File: src/rtl/uart_rx_if.sv
// Serial-side bundle of the UART receiver: tick/line inputs and word/flag outputs.
// The master modport is the driver side (baud generator, pin); the slave modport is the receiver.
interface uart_rx_if #(
    parameter int SIZE_TRAMA_BIT = 8
);
    logic                      i_tick;
    logic                      i_rx;
    logic [SIZE_TRAMA_BIT-1:0] o_data;
    logic                      o_flag_rx_done;
    logic                      o_flag_frame_err;

    modport master (
        output i_tick,
        output i_rx,
        input  o_data,
        input  o_flag_rx_done,
        input  o_flag_frame_err
    );

    modport slave (
        input  i_tick,
        input  i_rx,
        output o_data,
        output o_flag_rx_done,
        output o_flag_frame_err
    );
endinterface

File: src/rtl/uart_rx.sv
// 8N1-style UART receiver oversampling at 16x baud; LSB-first frames, registered
// done / framing-error pulses, break hold-off after a low stop bit.
module uart_rx #(
    parameter int SIZE_TRAMA_BIT   = 8,
    parameter int SIZE_BIT_COUNTER = 3
) (
    input  logic     i_clk,
    input  logic     i_reset,
    uart_rx_if.slave bus
);

    // One-cold encoding: exactly one bit low per legal state.
    typedef enum logic [4:0] {
        ST_IDLE  = 5'b11110,
        ST_START = 5'b11101,
        ST_DATA  = 5'b11011,
        ST_STOP  = 5'b10111,
        ST_BREAK = 5'b01111
    } state_t;

    localparam logic [SIZE_BIT_COUNTER-1:0] LAST_BIT = SIZE_BIT_COUNTER'(SIZE_TRAMA_BIT - 1);

    state_t                      state_q, state_d;
    logic                        sync1_q, sync2_q;
    logic [3:0]                  tick_cnt_q, tick_cnt_d;
    logic [SIZE_BIT_COUNTER-1:0] bit_cnt_q, bit_cnt_d;
    logic [SIZE_TRAMA_BIT-1:0]   shift_q, shift_d;
    logic [SIZE_TRAMA_BIT-1:0]   data_q, data_d;
    logic                        done_q, done_d;
    logic                        err_q, err_d;
    logic                        rx_s;

    assign rx_s = sync2_q;

    always_ff @(posedge i_clk or negedge i_reset) begin
        if (!i_reset) begin
            sync1_q    <= 1'b1;
            sync2_q    <= 1'b1;
            state_q    <= ST_IDLE;
            tick_cnt_q <= '0;
            bit_cnt_q  <= '0;
            shift_q    <= '0;
            data_q     <= '0;
            done_q     <= 1'b0;
            err_q      <= 1'b0;
        end else begin
            sync1_q    <= bus.i_rx;
            sync2_q    <= sync1_q;
            state_q    <= state_d;
            tick_cnt_q <= tick_cnt_d;
            bit_cnt_q  <= bit_cnt_d;
            shift_q    <= shift_d;
            data_q     <= data_d;
            done_q     <= done_d;
            err_q      <= err_d;
        end
    end

    always_comb begin
        state_d    = state_q;
        tick_cnt_d = tick_cnt_q;
        bit_cnt_d  = bit_cnt_q;
        shift_d    = shift_q;
        data_d     = data_q;
        done_d     = 1'b0;
        err_d      = 1'b0;

        case (state_q)
            ST_IDLE: begin
                if (!rx_s) begin
                    state_d    = ST_START;
                    tick_cnt_d = '0;
                end
            end

            ST_START: begin
                if (bus.i_tick) begin
                    if (tick_cnt_q == 4'd7) begin
                        if (!rx_s) begin
                            state_d    = ST_DATA;
                            tick_cnt_d = '0;
                            bit_cnt_d  = '0;
                        end else begin
                            state_d = ST_IDLE;
                        end
                    end else begin
                        tick_cnt_d = tick_cnt_q + 4'd1;
                    end
                end
            end

            ST_DATA: begin
                if (bus.i_tick) begin
                    if (tick_cnt_q == 4'd15) begin
                        // Right shift: the first (LSB) bit walks down to bit 0 by the end.
                        shift_d    = {rx_s, shift_q[SIZE_TRAMA_BIT-1:1]};
                        tick_cnt_d = '0;
                        if (bit_cnt_q == LAST_BIT) begin
                            state_d = ST_STOP;
                        end else begin
                            bit_cnt_d = bit_cnt_q + 1'b1;
                        end
                    end else begin
                        tick_cnt_d = tick_cnt_q + 4'd1;
                    end
                end
            end

            ST_STOP: begin
                if (bus.i_tick) begin
                    if (tick_cnt_q == 4'd15) begin
                        if (rx_s) begin
                            data_d  = shift_q;
                            done_d  = 1'b1;
                            state_d = ST_IDLE;
                        end else begin
                            err_d   = 1'b1;
                            state_d = ST_BREAK;
                        end
                    end else begin
                        tick_cnt_d = tick_cnt_q + 4'd1;
                    end
                end
            end

            ST_BREAK: begin
                if (rx_s) begin
                    state_d = ST_IDLE;
                end
            end

            default: begin
                state_d = ST_IDLE;
            end
        endcase
    end

    assign bus.o_data           = data_q;
    assign bus.o_flag_rx_done   = done_q;
    assign bus.o_flag_frame_err = err_q;

endmodule
File: src/flat_wrapper.sv
// flat-port wrapper written by rule: the top's interface ports become plain ports
module uart_rx_flat 
#(
    parameter int SIZE_TRAMA_BIT   = 8,
    parameter int SIZE_BIT_COUNTER = 3
)
  (i_clk, i_reset, bus_i_tick, bus_i_rx, bus_o_data, bus_o_flag_rx_done, bus_o_flag_frame_err);
  uart_rx_if #(.SIZE_TRAMA_BIT(SIZE_TRAMA_BIT)) bus_i ();
  input  logic i_clk;
  input  logic i_reset;
  input wire logic [$bits(bus_i.i_tick)-1:0] bus_i_tick;
  input wire logic [$bits(bus_i.i_rx)-1:0] bus_i_rx;
  output wire logic [$bits(bus_i.o_data)-1:0] bus_o_data;
  output wire logic [$bits(bus_i.o_flag_rx_done)-1:0] bus_o_flag_rx_done;
  output wire logic [$bits(bus_i.o_flag_frame_err)-1:0] bus_o_flag_frame_err;
  assign bus_i.i_tick = bus_i_tick;
  assign bus_i.i_rx = bus_i_rx;
  assign bus_o_data = bus_i.o_data;
  assign bus_o_flag_rx_done = bus_i.o_flag_rx_done;
  assign bus_o_flag_frame_err = bus_i.o_flag_frame_err;
  uart_rx #(.SIZE_TRAMA_BIT(SIZE_TRAMA_BIT), .SIZE_BIT_COUNTER(SIZE_BIT_COUNTER)) u_core (.i_clk(i_clk), .i_reset(i_reset), .bus(bus_i));
endmodule
File: config.mk
export PLATFORM = sky130hd
export DESIGN_NAME = uart_rx_flat
export DESIGN_NICKNAME = d
export VERILOG_FILES = /design/src/rtl/uart_rx_if.sv /design/src/rtl/uart_rx.sv /design/src/flat_wrapper.sv
export SDC_FILE = /design/constraint.sdc
export NUM_CORES = 1
export LEC_CHECK = 0
export CORE_MARGIN = 3
export CORE_UTILIZATION = 56
export CTS_BUF_LIST = sky130_fd_sc_hd__clkbuf_8 sky130_fd_sc_hd__clkbuf_16
export DETAILED_ROUTE_END_ITERATION = 7
export GPL_ROUTABILITY_DRIVEN = 0
export PLACE_DENSITY = 0.77
export SYNTH_ARGS = -nofsm -noshare
export SYNTH_HDL_FRONTEND = slang
export SYNTH_SLANG_ARGS = --single-unit
File: constraint.sdc
create_clock -name i_clk -period 2.05 [get_ports i_clk]
set_input_delay 0.615 -clock i_clk [delete_from_list [all_inputs] [get_ports i_clk]]
set_output_delay 0.615 -clock i_clk [all_outputs]
set_load 0.03 [all_outputs]
* After elaboration in Yosys (flattened, before gate mapping)
Index checks and enable logic that the tools add are counted.
** Word-level totals
- Bits of input ports :: 4
- Flip-flop bits (word level) :: 32
- Output and inout port bits :: 10
- Word-level logic and storage cells :: 73
** Operators by class
- Multiplexer cells :: 35
- Add/sub/neg operators :: 2
- Reductions and logical operators :: 7
- Eq/ne operators :: 20
** Operator list (number)
- 5-bit 2-to-1 mux :: 10
- 4-bit 2-to-1 mux :: 7
- 5-bit one-hot mux with 5 select lines :: 1
- 3-bit 2-to-1 mux :: 7
- 5-bit == test (second input constant) :: 4
- 4-bit one-hot mux with 4 select lines :: 1
- 2-bit != test (second input constant) :: 7
- 2-bit by 1-bit != test with 1-bit output (second input constant) :: 5
- 9-bit AND reduction :: 1
- 1-bit 2-to-1 mux :: 8
- 7-bit AND reduction :: 1
- 3-bit one-hot mux with 2 select lines :: 1
- 5-bit by 4-bit == test with 1-bit output (second input constant) :: 1
- 5-bit AND reduction :: 1
- 4-bit by 1-bit adder with 4-bit output (second input constant) :: 1
- 4-bit by 3-bit == test with 1-bit output (second input constant) :: 1
- 4-bit == test (second input constant) :: 1
- 4-bit AND reduction :: 1
- 4-bit nonzero test :: 1
- 3-bit by 1-bit adder with 3-bit output (second input constant) :: 1
- 3-bit == test (second input constant) :: 1
- 3-bit AND reduction :: 1
- 2-bit nonzero test :: 1

* Logic depth before layout (Yosys ltp)
Gate-level depths: netlist of run 1.
- Word-level depth :: 5
- Depth in mapped cells :: 7
- Depth with buffers taken out :: 6

* Least setup slack after synthesis of run 1
Ideal clock, no wire load.
- Path kind :: register to register
- Start point :: register u_core.state_q[2]
- End point :: register u_core.state_q[0]
- Setup time :: 125 ps
- Stages on the path, launching flop included :: 7
- Path buffers :: 1
- Setup slack :: 191 ps
- Required time :: 1925 ps
- Arrival :: 1734 ps
- Period minus slack after synthesis :: 1859 ps
- Cell sequence :: dfstp_2 -> buf_4 -> nand2_1 -> or3_1 -> o22ai_1 -> a211o_4 -> mux2_4
** On the way
- Word-level cells in the longest chain between the ends :: 3
- Elaborated cells on any way between the ends :: 16
- Those cells by class :: eq/ne: 14; mux: 1; reduce/logical: 1
** Ends and longest elaborated chain
- start, declared :: line uart_rx.sv:23 : state_t state_q, state_d;
- start signal, assigned :: line uart_rx.sv:49 : state_q <= state_d;
- 5-bit by 4-bit == test with 1-bit output or 5-bit == test (tied branches) :: line uart_rx.sv:68 : case (state_q)
- 2-bit by 1-bit != test with 1-bit output (no line) or 2-bit != test (tied branches)
- 9-bit AND reduction (no line)
Parallel ways exist; a longest one is shown, timed or not.
A chain may end at the register's enable or synchronous reset.

* Worst setup path in the final report of run 1
Same ends and word-level chain as after synthesis.

==> results of run 1 <==
==> worst register-to-register path, stage by stage, from the launching register on <==
cell      delay (ns)
dfstp_2         0.62
nand3b_4        0.16
buf_4           0.11
o22a_1          0.22
o22ai_1         0.13
a211o_4         0.33
mux2_4          0.31
==> final timing paths <==
path,from,depth (start not counted),slack (ns),to
max,u_core.state_q[2],6,0.05,u_core.state_q[0]
min,u_core.sync1_q,0,0.36,u_core.rx_s
max reg2reg,u_core.state_q[2],6,0.05,u_core.state_q[0]
min reg2reg,u_core.sync1_q,0,0.36,u_core.rx_s
max in group asynchronous,i_reset,2,1.01,u_core.sync1_q
min in group asynchronous,i_reset,2,0.72,u_core.shift_q[0]
==> layer usage <==
metal,share of wire [%],up-vias
met1,44,578
met3,3.7,5
met4,1.7,0
met5,0,-
li1,-,547
met2,50,19
==> power groups by stage <==
stage	logic [mW]	registers [mW]	clock network, mW
2_1_floorplan	0.678	0.734	0
3_3_place_gp	0.709	0.804	0
3_5_place_dp	0.740	0.811	0
4_1_cts	0.745	0.800	0.516
5_1_grt	0.830	0.809	0.535
6_report	0.763	0.801	0.501
==> state kept, by name (all words and copies together), names as in the netlist <==
signal / flops
u_core.bus.o_flag_rx_done: 1
u_core.sync1_q: 1
u_core.bus.o_flag_frame_err: 1
u_core.rx_s: 1
u_core.shift_q: 8
u_core.tick_cnt_q: 4
u_core.bus.o_data: 8
u_core.state_q: 5
u_core.bit_cnt_q: 3
==> cells in the final DEF, fill, tap and decap left out, types with 2 or more instances in the layout <==
master           synthesis  layout
dfstp_2                  6       6
nor2_1                   2       2
buf_4                    2      10
nor3_1                   4       4
clkdlybuf4s50_1          0      13
mux2_2                  18      18
o22ai_1                  4       3
inv_1                    1       2
nor2b_1                  4       4
a22o_1                   3       3
nand3_1                  6       6
a211o_1                  2       2
nor3b_1                  3       3
dfrtp_1                 26      26
mux2_4                   4       4
and3_1                   5       5
clkbuf_8                 0       6
nand2b_1                 2       2
nand2_1                 11      11
a21oi_1                  4       4
ha_1                     3       3
==> logic make-up after synthesis <==
| group | Yosys count |
|---|---|
| compound gates | 24 |
| simple gates | 45 |
| mux | 22 |
| buf+inv | 9 |
| fa+ha+maj | 3 |
| flops | 32 |
| xor+xnor | 2 |
==> final cells by class <==
| class | count | area [sq um] |
|---|---|---|
| Clock inverter | 2 | 11.3 |
| Inverter | 1 | 3.75 |
| Clock buffer | 6 | 82.6 |
| Fill cell | 200 | 820 |
| Sequential cell | 32 | 808 |
| Multi-Input combinational cell | 96 | 792 |
| Timing Repair Buffer | 24 | 225 |
| Tap cell | 31 | 38.8 |
==> metrics, run 1 <==
CTS root buf clkbuf_8; Die W 60.4 microns; Async S/R FF share, synth 100%; number of global-route vias before repair 1185; status finished, final reports clean; largest net degree at the start of global routing 33; Flop pwr share 38.8%; Seq/Total Area, Yosys 48.8%; CTS tree built; Synth Warn # 0; critical setup path kind flop to flop; post-DR wirelength/cell 16.7 microns; Post-Synthesis Cells 137; Worst Path Buf+Inv 1; Syn Std Cell Area 1660 sq um; DRT iter0 DRCs 58; Synth area leader dfrtp_1; final core utilization 70.5%; post-CTS sizing 0; placed instance count 184; switching part of the total 34.0%; worst-path cell with the longest stage delay dfstp_2; IO Count 14; Post-Route Skew 0.00621 ns; Post-Route WL 3.21 mm; Clock Tree Buf Depth 2; initial antenna violation count 0; IO buf count 13; total number of vias 1149; met3 usage 6.81%; combinational fraction of design power 36.9%; max-slew violation total from the final report 0; Tot Pwr 2.06 mW; CP required 2.22 ns; Yosys top cell area share 39.2%; Synth Area in Compound Gates 11.8%; Post-CTS Setup Bufs 0; commonest cells in the netlist dfrtp_1, mux2_2, nand2_1; Worst setup EP type flop; top-count cell post-synth dfrtp_1; fin crit share 97.3%; Core ar. 2780 sq um; ant diodes 0; Unique masters post-synth 43; Initial DRT Pass Iterations 4; Initial Util 59.6%; P per Cell Area 1050 nW/um^2; first-pass GRT wire length 5.33 mm; slew margin rel. 73.6%; post-route ant nets 0; global routing usage on met1 25.3%; VDD IR max 0.970 mV; CP delay by family, top compound AO/OA/AOI/OAI gates; fin area 1960 sq um; shortest period the worst path allows 2.00 ns; crit-path max FO 9; worst setup margin 0.0550 ns; Post-Synth Simple-Gate Area 15.8%; hold_ws 0.356 ns; grt ovf 0; worst slack, placed -0.107 ns; Area growth, synth to finish 18.3%; CP cell instances nand3b_4 > buf_4 > o22a_1 > o22ai_1 > a211o_4 > mux2_4; Hold Buf Count CTS 0; synth top area cells dfrtp_1, mux2_2, dfstp_2, mux2_4, nand2_1; placed instance area 1860 sq um; Clock transition at path regs 0.06 ns; CTS buffer count 5; Post-Synth XOR/XNOR Area 1.51%; Top Usage Layer GRT met2; syn_area_per_cell 12.1 sq um; Clk pwr share 24.3%; DR vias/cell 5.98; Finished Layout Cells 192; EDFF count, synth 0; total track usage 20.3%; DRC 0; Fmax 0.501 GHz; Int Pwr 1.36 mW; H-tree levels 2; Fin. Hold Viols 0; Setup TNS 0 ns; proportion of synthesized area in mux cells 15.8%; die height 60.4 microns; Hold Path Class flop to flop; row count 19; Critical Path AT 2.17 ns; Final nets 167; P_sw 0.701 mW; DP HPWL 2.31 mm; main combinational cell family by area after synthesis multiplexers; Startpoint Class flop; worst skew pair latency 0.29 ns; share of cells above drive strength 1 32.9%; Leakage 0.922 nW; Slew @ Worst Pin 0.396 ns; Syn Nets 144; Max Cap Viol 0; met2 GRT Util 32.4%; crit-path max cell delay 0.62 ns; count of final setup violators 0; die area 3650 sq um; Most used DFF post-synth dfrtp_1; clock sinks 32; flops & latches, synth 32; Adder-Cell Fraction of Synth Area 2.26%
Power figures use the tool's default switching activity.
==> run 2: changes to the inputs <==
Settings changed: SLEW_MARGIN set to 10.
==> results of run 2 <==
No change in the layout: final DEF, timing and power equal those of run 1.
==> run 3: changes to the inputs <==
Settings changed: CORE_UTILIZATION 56 to 36, PLACE_DENSITY 0.77 to not set.
Clock period 2.05 ns to 2.55 ns, I/O delays scaled along.
==> metrics, run 3 (synthesis results as in run 1) <==
max-slew violation total from the final report 0 (unchanged); Fmax 0.468 GHz; Core ar. 4410 sq um (+59%); IO Count 14 (unchanged); shortest period the worst path allows 2.14 ns; number of global-route vias before repair 1157 (-2.4%); Setup TNS 0 ns (unchanged); clock sinks 32 (unchanged); Hold Buf Count CTS 0 (unchanged); Area growth, synth to finish 15.2%; Final nets 157 (-6.0%); VDD IR max 0.406 mV (-58%); Slew @ Worst Pin 0.450 ns (+0.0541 ns); Leakage 0.874 nW (-5.2%); crit-path max FO 8 (-1); row count 24 (+5); P_sw 0.543 mW (-23%); Die W 73.9 microns (+22%); placed instance area 1800 sq um (-3.3%); Post-Route Skew 0.00919 ns (+0.00297 ns); Tot Pwr 1.67 mW (-19%); Initial Util 37.6% (-22 points); IO buf count 13 (unchanged); die height 73.9 microns (+22%); DR vias/cell 5.48 (-8.4%); Clock Tree Buf Depth 2 (unchanged); CP required 2.72 ns (+0.50 ns); H-tree levels 2 (unchanged); critical setup path kind input pin to flop; Startpoint Class input pin; initial antenna violation count 0 (unchanged); total track usage 13.6% (-6.7 points); CTS buffer count 5 (unchanged); fin area 1910 sq um (-2.7%); fin crit share 83.8%; die area 5460 sq um (+49%); hold_ws 0.358 ns (+0.00248 ns); worst-path cell with the longest stage delay clkdlybuf4s50_1; largest net degree at the start of global routing 33 (unchanged); first-pass GRT wire length 5.47 mm (+2.6%); count of final setup violators 0 (unchanged); CTS root buf clkbuf_8; number of fill cells 411 (+110%); Worst setup EP type flop; total number of vias 1113 (-3.1%); Worst Path Buf+Inv 1 (unchanged); Initial DRT Pass Iterations 4 (unchanged); RSZ-0062 raised after global routing false; r2r startpoint u_core.state_q[2]; Post-CTS Setup Bufs 0 (unchanged); Int Pwr 1.13 mW (-17%); grt ovf 0 (unchanged); Hold Path Class flop to flop; DRC 0 (unchanged); status finished, final reports clean; slew margin rel. 69.9% (-3.7 points); CP delay by family, top buffers and inverters; DP HPWL 2.08 mm (-10%); Flop pwr share 39.3% (+0.5 points); Finished Layout Cells 203 (+5.7%); Max Cap Viol 0 (unchanged); placed instance count 195 (+6.0%); share of cells above drive strength 1 27.8% (-5.1 points); DRT iter0 DRCs 81 (+40%); crit-path max cell delay 0.59 ns (-0.03 ns); post-DR wirelength/cell 15.2 microns (-9.0%); combinational fraction of design power 31.7% (-5.2 points); post-CTS sizing 0 (unchanged); worst skew pair latency 0.29 ns (about the same); switching part of the total 32.5% (-1.5 points); most frequent cells in the layout dfrtp_1, mux2_2, clkdlybuf4s50_1; Setup crit start bus_i_tick; post-route ant nets 0 (unchanged); commonest non-fill, non-tap cell in the layout dfrtp_1; Fin. Hold Viols 0 (unchanged); Clk pwr share 29.0% (+4.7 points); Post-Route WL 3.09 mm (-3.7%); Hold Crit Start u_core.sync1_q; P per Cell Area 876 nW/um^2 (-17%); CP cell instances clkdlybuf4s50_1 > and3_1 > nand3_1 > mux2_2; ant diodes 0 (unchanged); CTS tree built; Clock transition at path regs 0.06 ns (about the same); Critical Path AT 2.30 ns (+0.13 ns)
-- run 3: changes by cell type in the layout (fill, tap and decap cells not counted), sizes merged --
cell	previous run	this run
buf	11	1
bufinv	0	1
clkbuf	6	5
clkinv	0	1
inv	2	1
-- run 3: worst paths after layout --
kind	endpoint	slack (ns)	cells after the start
max	u_core.bus.o_data[6]	0.41	4
min	u_core.rx_s	0.36	0
max reg2reg	u_core.state_q[0]	0.48	5
min reg2reg	u_core.rx_s	0.36	0
max in group asynchronous	u_core.sync1_q	1.34	2
min in group asynchronous	u_core.tick_cnt_q[3]	0.87	2
-- run 3: power by group through the flow --
| stage | clock, mW | sequential [mW] | combinational, mW |
|---|---|---|---|
| after floorplan | 0 | 0.590 | 0.545 |
| after global placement | 0 | 0.663 | 0.512 |
| after detailed placement | 0 | 0.665 | 0.530 |
| after CTS | 0.504 | 0.657 | 0.532 |
| after global routing | 0.527 | 0.671 | 0.588 |
| final | 0.486 | 0.657 | 0.530 |
-- run 3: through the flow --
| step | util, % | setup slack [ns] |
|---|---|---|
| finish | 43.3 | 0.413 |
| detailed placement | 40.7 | 0.124 |
| floorplan | - | 0.691 |
| global route | 43.3 | 0.342 |
| CTS | 43.3 | 0.426 |
| global placement | 40.7 | 0.175 |
-- run 3: routing by layer --
metal | global-route usage, % | vias up | wire [microns]
met2 | 20.7 | 24 | 1440
met3 | 4.51 | 7 | 151
li1 | - | 528 | -
met4 | 7.24 | 0 | 74
met5 | 0 | - | 0
met1 | 17.1 | 554 | 1420
-- run 3: layout make-up --
class                      instances  area, sq um  share of cell area [%]
sequential                        32          808                    42.3
clock inverter                     3         42.5                    2.23
multi-input combinational         96          783                    41.0
timing repair buffer              14          138                    7.21
clock buffer                       5         68.8                    3.60
tap                               52         65.1                    3.41
inverter                           1         3.75                   0.197
-- run 3: worst register-to-register path, cell delays in order (launching register included) --
cell	delay, ns
dfstp_2	0.62
nand3b_4	0.17
or2_1	0.36
nand2_1	0.13
a211o_4	0.39
mux2_4	0.30
==> RTL change, RTL diff (config.mk and constraints of run 1) <==
Encoding of `state_t`: now one-hot (5 bits for 5 states).
--- a/src/rtl/uart_rx.sv
+++ b/src/rtl/uart_rx.sv
@@ -12,9 +12,9 @@
     // One-cold encoding: exactly one bit low per legal state.
     typedef enum logic [4:0] {
-        ST_IDLE  = 5'b11110,
-        ST_START = 5'b11101,
-        ST_DATA  = 5'b11011,
-        ST_STOP  = 5'b10111,
-        ST_BREAK = 5'b01111
+        ST_IDLE  = 5'b00001,
+        ST_START = 5'b00010,
+        ST_DATA  = 5'b00100,
+        ST_STOP  = 5'b01000,
+        ST_BREAK = 5'b10000
     } state_t;
 
Function: same outputs for any inputs over 10 cycles, from zero or initial values and one cycle with i_reset low; not proved beyond that.
==> RTL change against run 1 <==
  * The run now ends with setup timing left
  * Sequential cell count unchanged
  * Design area increased by 6.8%
  * Global-route usage increased by 1.8 points
  * Count of clock-buffer cells in the layout increased by 1
  * Wire length increased by 21%
  * Area after synthesis decreased by 3.4%
  * Clock skew increased by 0.0047 ns
  * Final cell count increased by 2.6%
  * Via count increased by 8.5%
  * Worst setup slack got worse by 0.17 ns
  * Total power increased by 29%
  * Critical path depth unchanged
  * Critical endpoint is now u_core.state_q[2]$_DFFE_PN0P_
==> RTL change: results (changes against run 1) <==
* Max_slew headroom at 68.5% (-5.1 points)
* # fillers at 149 (-26%)
* Setup WS pre-CTS at -0.363 ns (-0.256 ns)
* Crit path largest cell delay at 0.45 ns (-0.17 ns)
* Top cells by count, synth: 29 x dfrtp_1, 13 x mux2_2, 9 x nand2_1
* Non-clock buffer share of cell area at 12.7% (+1.2 points)
* GRT met3 Usage at 6.10% (-0.71 points)
* Signal inverters at 4 (+3)
* R2R Path Start: u_core.state_q[3]$_DFFE_PN0P_
* Sequential share of cell area at 38.4% (-2.8 points)
* Worst flop-to-flop path endpoint: u_core.state_q[2]$_DFFE_PN0P_
* Clock tree buffer count of the final layout at 7 (+1)
* Total track usage at 22.2% (+1.8 points)
* Area of the multi-input gates at 846 sq um (+6.8%)
* Routing usage on met1 at 26.4% (+1.0 points)
* Final Non-Filler Cells at 197 (+2.6%)
* First-pass GRT wire length at 5710 um (+7.0%)
* Count of different cell masters after synthesis at 40 (-7.0%)
* Setup bufs post-CTS at 0 (unchanged)
* VDD IR max at 1.16 mV (+20%)
* Sequential-to-total area share from yosys stat at 50.2% (+1.5 points)
* Hold WS at 0.359 ns (+0.00313 ns)
* Initial antenna violation count at 0 (unchanged)
* Worst Skew at 0.0109 ns (+0.00474 ns)
* Layout cells sized above 1 at 41.9% (+9.0 points)
* Comb_multi_in at 92 (-4.2%)
* GR Layer Usage met2 at 37.8% (+5.3 points)
* ClkCell Share at 6.03% (+1.3 points)
* DRT Wirelength at 3870 um (+21%)
* CTS sink cnt at 32 (unchanged)
* Failing checks: setup timing
* Area post-placement at 0.00187 sq mm (+0.61%)
* Inst Count DP at 188 (+2.2%)
* Final WS setup at -0.113 ns (-0.168 ns)
* Syn Area/Cell at 12.0 sq um (-0.49%)
* Total number of vias at 1247 (+8.5%)
* Top cells by area, synth: dfrtp_1 45%, mux2_2 9.1%, mux2_4 7.5%, dfstp_2 4.9%, ha_1 2.3%
* Clk_lat worst skew at 0.27 ns (-0.02 ns)
* Critical-path maximum fanout at 6 (-3)
* N_diodes at 0 (unchanged)
* Final Setup Violations at 6 (+6)
* Detailed Place HPWL at 2330 um (+0.67%)
* Detailed Route Iter0 Violations at 36 (-38%)
* Setup TNS at -0.342 ns (-0.342 ns)
* Nets@finish at 173 (+3.6%)
* Mapped Nets at 140 (-2.8%)
* Largest net degree at the start of global routing at 33 (unchanged)
* Signal buffers at 31 (+29%)
* PnR Total Power at 2.67 mW (+29%)
* Final Util at 80.9% (+10 points)
* Status: complete, but fails checks
* Pleak at 1.01 nW (+10%)
* Resize count post-CTS at 2 (+2)
* Slowest cell on crit path: dfrtp_1
## RTL change: changes by cell type in the layout (fill, tap and decap cells not counted), sizes merged, moves of 3 or more
cell,change
buf,+7
nor2b,-3
and3,-3
o22ai,-4
dfrtp,+3
dfstp,-3
nand3,-4
nor2,+6
## RTL change: power by group
part           switching, mW  internal [mW]
clock                  0.213          0.429
combinational          0.617          0.597
sequential            0.0808          0.730
## RTL change: logic make-up (layout without fill, tap and decap cells)
family	Yosys count	count (layout)	share of synthesized area, %
xor+xnor	1	1	0.547
simple gates	43	43	16.0
compound gates	22	22	10.4
buf+inv	9	43	2.58
mux	23	23	17.9
fa+ha+maj	3	3	2.34
flops	32	32	50.2
## RTL change: per-layer routing
| layer | wire, um | vias up | part of all wire (%) |
|---|---|---|---|
| li1 | - | 556 | - |
| met1 | 1480 | 600 | 38 |
| met2 | 1950 | 67 | 50 |
| met3 | 242 | 24 | 6.3 |
| met4 | 195 | 0 | 5.0 |
| met5 | 0 | - | 0 |
